$ cat config.mk
export PLATFORM = sky130hd
export DESIGN_NAME = fetch_queue
export DESIGN_NICKNAME = d
export VERILOG_FILES = /design/src/rtl/fetch_queue.sv
export SDC_FILE = /design/constraint.sdc
export NUM_CORES = 1
export LEC_CHECK = 0
export ABC_AREA = 1
export CORE_MARGIN = 1.5
export CORE_UTILIZATION = 46
export DETAILED_ROUTE_END_ITERATION = 10
export HOLD_SLACK_MARGIN = 0.05
export PLACE_DENSITY = 0.79
export SETUP_SLACK_MARGIN = 0.15
export SYNTH_ARGS = -nofsm -noshare
export SYNTH_HDL_FRONTEND = slang
export SYNTH_SLANG_ARGS = --single-unit
$ cat constraint.sdc
create_clock -name clk -period 3.8 [get_ports clk]
set_input_delay 0.76 -clock clk [delete_from_list [all_inputs] [get_ports clk]]
set_output_delay 0.76 -clock clk [all_outputs]
set_load 0.05 [all_outputs]
$ cat src/rtl/fetch_queue.sv
// fetch_queue: in-order instruction fetch with slot queue, redirect flush and stale-response drop
module fetch_queue #(
  parameter int          DEPTH    = 4,
  parameter logic [31:0] RESET_PC = 32'h00000000
) (
  input  logic        clk,
  input  logic        reset,
  output logic        ImemReq,
  output logic [31:0] ImemAddr,
  input  logic        ImemReady,
  input  logic        ImemRValid,
  input  logic [31:0] ImemRData,
  input  logic        StallF,
  input  logic        BranchTakenE,
  input  logic [31:0] BranchTargetE,
  output logic [31:0] InstrF,
  output logic [31:0] PCF,
  output logic [31:0] PCPlus4F,
  output logic        InstrValidF
);
  localparam int PW = $clog2(DEPTH);
  localparam int CW = $clog2(DEPTH + 1);
  logic [31:0]      fetch_pc_q, fetch_pc_d;
  logic [PW-1:0]    head_q, head_d, tail_q, tail_d, fill_idx;
  logic [CW-1:0]    count_q, count_d, outstanding_q, outstanding_d, drop_q, drop_d;
  logic [31:0]      pc_q [DEPTH];
  logic [31:0]      pc_d [DEPTH];
  logic [31:0]      instr_q [DEPTH];
  logic [31:0]      instr_d [DEPTH];
  logic [DEPTH-1:0] filled_q, filled_d;
  logic             hs, fill, drop_resp, pop, empty;
  always_comb begin
    empty       = count_q == '0;
    ImemReq     = reset && count_q < CW'(DEPTH) && !BranchTakenE;
    ImemAddr    = fetch_pc_q;
    InstrValidF = reset && !empty && filled_q[head_q];
    PCF         = !reset ? RESET_PC : empty ? fetch_pc_q : pc_q[head_q];
    InstrF      = (!reset || empty) ? '0 : instr_q[head_q];
    PCPlus4F    = PCF + 32'd4;
    hs          = ImemReq && ImemReady;
    drop_resp   = ImemRValid && drop_q != '0;
    fill        = ImemRValid && drop_q == '0 && outstanding_q != '0;
    pop         = InstrValidF && !StallF;
    // filled slots form a prefix of the allocated run, so the oldest unfilled one follows it
    fill_idx      = head_q + PW'(count_q - outstanding_q);
    fetch_pc_d    = hs ? fetch_pc_q + 32'd4 : fetch_pc_q;
    head_d        = head_q + PW'(pop);
    tail_d        = tail_q + PW'(hs);
    count_d       = count_q + CW'(hs) - CW'(pop);
    outstanding_d = outstanding_q + CW'(hs) - CW'(fill);
    drop_d        = drop_q - CW'(drop_resp);
    pc_d          = pc_q;
    instr_d       = instr_q;
    filled_d      = filled_q;
    if (hs) begin
      pc_d[tail_q]     = fetch_pc_q;
      instr_d[tail_q]  = '0;
      filled_d[tail_q] = 1'b0;
    end
    if (fill) begin
      instr_d[fill_idx]  = ImemRData;
      filled_d[fill_idx] = 1'b1;
    end
    if (pop) filled_d[head_q] = 1'b0;
    if (BranchTakenE) begin
      fetch_pc_d    = BranchTargetE;
      head_d        = '0;
      tail_d        = '0;
      count_d       = '0;
      outstanding_d = '0;
      filled_d      = '0;
      drop_d        = drop_q + outstanding_q - CW'(drop_resp) - CW'(fill);
    end
  end
  always_ff @(posedge clk) begin
    if (!reset) begin
      fetch_pc_q    <= RESET_PC;
      head_q        <= '0;
      tail_q        <= '0;
      count_q       <= '0;
      outstanding_q <= '0;
      drop_q        <= '0;
      filled_q      <= '0;
    end else begin
      fetch_pc_q    <= fetch_pc_d;
      head_q        <= head_d;
      tail_q        <= tail_d;
      count_q       <= count_d;
      outstanding_q <= outstanding_d;
      drop_q        <= drop_d;
      filled_q      <= filled_d;
    end
  end
  always_ff @(posedge clk) begin
    pc_q    <= pc_d;
    instr_q <= instr_d;
  end
  // a response nobody is waiting for is a memory-side protocol violation
  assert property (@(posedge clk) disable iff (!reset)
    !(ImemRValid && drop_q == '0 && outstanding_q == '0));
endmodule
==> flow_summary_export.csv <==
group,metric,value,unit
outcome,status,"finished clean",
detailed_routing,wirelength,48.85,mm
grt,grt_max_degree,66,
setup_path,crit_arrival,2.93,ns
timing,period_needed,3.685,ns
timing,fin_ws,0.1145,ns
yosys,ys_seq_elements,305,
yosys,synth-seq-area-share,50.43,%
grt,use_met1,38.37,%
grt,use_met2,45.85,%
timing,grt_setup_unrepaired,"true",
yosys,yosysTopAreaCell,"edfxtp_1",
yosys,yosys-top-cells-area,"edfxtp_1 26%, dfxtp_1 24%, nand3_1 9.0%",
setup_path,worstRegToRegCells,14,
detailed_routing,drt_iter0_drc,1788,
floorplan,die_h,181.5,um
timing,finalHoldViolCount,0,
pwr,vdd_ir_drop_max,0.0003581,V
yosys,syn_avg_cell_area,8.253,sq um
layout,final_cells,2482,
timing,tns,0,ns
placed_design,place.gp.congestion,0.9282,
setup_path,critical_path_depth,16,
timing,maxSlewHeadroom,18.48,%
placed_design,dp.final_hpwl,31.53,mm
yosys,synth_fp_nets,1864,
clock_tree,cts.sinks,305,
floorplan,io_pins,200,
worst_hold_path,hp-class,"reg -> reg",
clock_tree,clockBufferDepth,3,
clock_tree,clk_latency,0.58,ns
detailed_routing,wire_per_inst,19.68,um
grt,grt_pass1_wl,73.87,mm
timing,finalClockSkew,0.01576,ns
worst_hold_path,whs_path_depth,2,
detailed_routing,drc,0,
clock_tree,ctsHoldBuffers,0,
setup_path,startpoint_type,"flop",
placed_design,dp_cells,2378,
grt,grt_antenna_before_repair,0,
clock_tree,clkTransAtPathRegs,0.06,ns
timing,worst_pin_slew,1.221,ns
floorplan,initial_utilization,46.54,%
grt,overflow,0,
layout,final_net_count,2144,
placed_design,place_ws,-0.09870,ns
pwr,leakagePower,7.771,nW
setup_path,cp.required,3.04,ns
clock_tree,cts_tree,"done",
yosys,synth_common_cells,"315 x nand2_1, 263 x nand3_1, 194 x o21ai_0, 177 x dfxtp_1, 136 x inv_1",
detailed_routing,final_antenna_net_count,0,
grt,met3_usage,3.891,%
setup_path,worstPathCellList,"buf_12 -> nor2_4 -> buf_12 -> buf_8 -> nand2_1 -> nand3_2 -> nor2_4 -> nor2_4 -> buf_6 -> nand2_1 -> nor2_4 -> nand2_2 -> nor2_4 -> nand3_1 -> nand2_1 -> buf_12",
yosys,syn-cell-area,14650,sq um
setup_path,slowest_stage,"dfxtp_4",
clock_tree,ctsHtreeMaxLevel,1,
yosys,synthCells,1775,
timing,fin_crit_sh,96.99,%
timing,slew_violations,0,
yosys,synth.most_common_cell,"nand2_1",
detailed_routing,vias,14540,
yosys,synth_edf_count,128,
setup_path,r2r_slack,0.65,ns
clock_tree,cts_root_buffer,"clkbuf_16",
yosys,netlist.area_leader.share,26.24,%
setup_path,crit_buf_inv,5,
floorplan,die_area,32930,sq um
setup_path,cp_top_family,"simple AND/OR/NAND/NOR gates",
detailed_routing,viasPerCell,5.860,
layout,drive_gt1_share,21.63,%
setup_path,slowest_delay,0.40,ns
floorplan,chipWidth,181.5,um
grt,gr-max-usage-layer,"met2",
grt,grt_pass1_vias,13850,
placed_design,numPortBuffers,199,
yosys,ys_warn_count,0,
floorplan,core,31470,sq um
floorplan,rows,65,
pwr,power_density,373.1,nW/um^2
yosys,synth_cell_types,36,
clock_tree,cts_buffers,31,
detailed_routing,firstDrtPassIters,6,
setup_path,worstPathMaxFanout,7,
setup_path,critPathKind,"reg -> out",
yosys,async_flop_share,0,%
timing,setup_viol,0,
layout,areaGrowthSynthToFinish,40.42,%
setup_path,crit_path_frequent_cell,"nor2_4",
timing,fmax,271.3,MHz
setup_path,end_kind,"output pin",
grt,track_usage,28.12,%
layout,num_antenna_cells,0,
flow_run,timing.max_cap.violations,0,
yosys,synth_flop_cell,"dfxtp_1",
==> per-stage QoR <==
step	power (mW)	hold WS (ns)	instance area [sq um]	util, %
2_1_floorplan	4.204	0.4435	14760	-
3_3_place_gp	4.670	0.4512	18610	59.13
3_5_place_dp	4.703	0.4598	18610	59.13
4_1_cts	7.642	0.4687	20060	63.72
5_1_grt	7.911	0.4865	20570	65.35
6_report	7.674	0.4706	20570	65.35
==> path summary, 6_finish.rpt <==
path                                        from            to
worst max-delay path                   head_q[0]  PCPlus4F[27]
worst min-delay path                 filled_q[3]   filled_q[3]
worst max register to register  outstanding_q[1]     drop_q[2]
worst min register to register       filled_q[3]   filled_q[3]
==> layout by cell type, fill, tap and decap left out, types with 5 or more instances in the layout <==
cell and instances:
nand2_1 286, nand3_1 254, o21ai_0 190, dfxtp_1 173, inv_1 133, buf_4 131, edfxtp_1 128, buf_12 106
clkdlybuf4s50_1 100, nor2_1 99, a22oi_1 84, a21oi_1 59, nor2_2 40, clkbuf_16 33, nor2_4 31, nand2_2 30
xnor2_1 19, nor3_1 16, xor2_1 15, a31oi_1 14, nand4_1 13, ha_1 13, clkinv_2 13, xor2_2 12
buf_6 10, nand3_2 8, inv_2 6, o21ai_1 6, and2_1 6, fa_1 5
==> routing by layer <==
| metal | routed length [um] | vias to the layer above |
|---|---|---|
| met4 | 1502 | 0 |
| met3 | 5242 | 122 |
| li1 | - | 6626 |
| met5 | 0 | - |
| met1 | 18940 | 6880 |
| met2 | 23170 | 916 |
==> cell type report <==
type,instances,area [sq um]
timing repair buffer,355,4390
inverter,142,538.0
tap,402,503.0
multi-input combinational,1220,6740
fill,2367,10900
clock inverter,20,157.7
clock buffer,38,843.3
sequential,305,7397
==> registers in the layout, summed over array words and instances (netlist names) <==
| signal | flops |
|---|---|
| filled_q | 4 |
| pc_q | 128 |
| drop_q | 3 |
| ImemAddr | 32 |
| tail_q | 2 |
| outstanding_q | 3 |
| instr_q | 128 |
| count_q | 3 |
| head_q | 2 |
==> tightest hold or removal path: stages, from the launching register on <==
cell and delay [ns]:
dfxtp_1 0.31, nand2_1 0.06, a21oi_1 0.06
==> cells by family after synthesis <==
kind of cell,share of synthesized area (%)
compound gates,14.01
buf+inv,7.063
fa+ha+maj,1.879
flops,50.43
simple gates,23.81
xor+xnor,2.810
==> power by group <==
part | internal [mW] | switching (mW)
logic | 0.459 | 0.623
registers | 3.53 | 0.0795
clock network | 1.66 | 1.32
total | 5.65 | 2.03
==> what timing repair did <==
action	4_1_cts	5_1_grt
cloned	3	2
pin swaps	12	52
setup endpoints to repair	30	29
hold endpoints to repair	0	0
gates resized for setup	50	96
setup buffers	19	22
No activity file was read; power rests on OpenSTA's default activity.
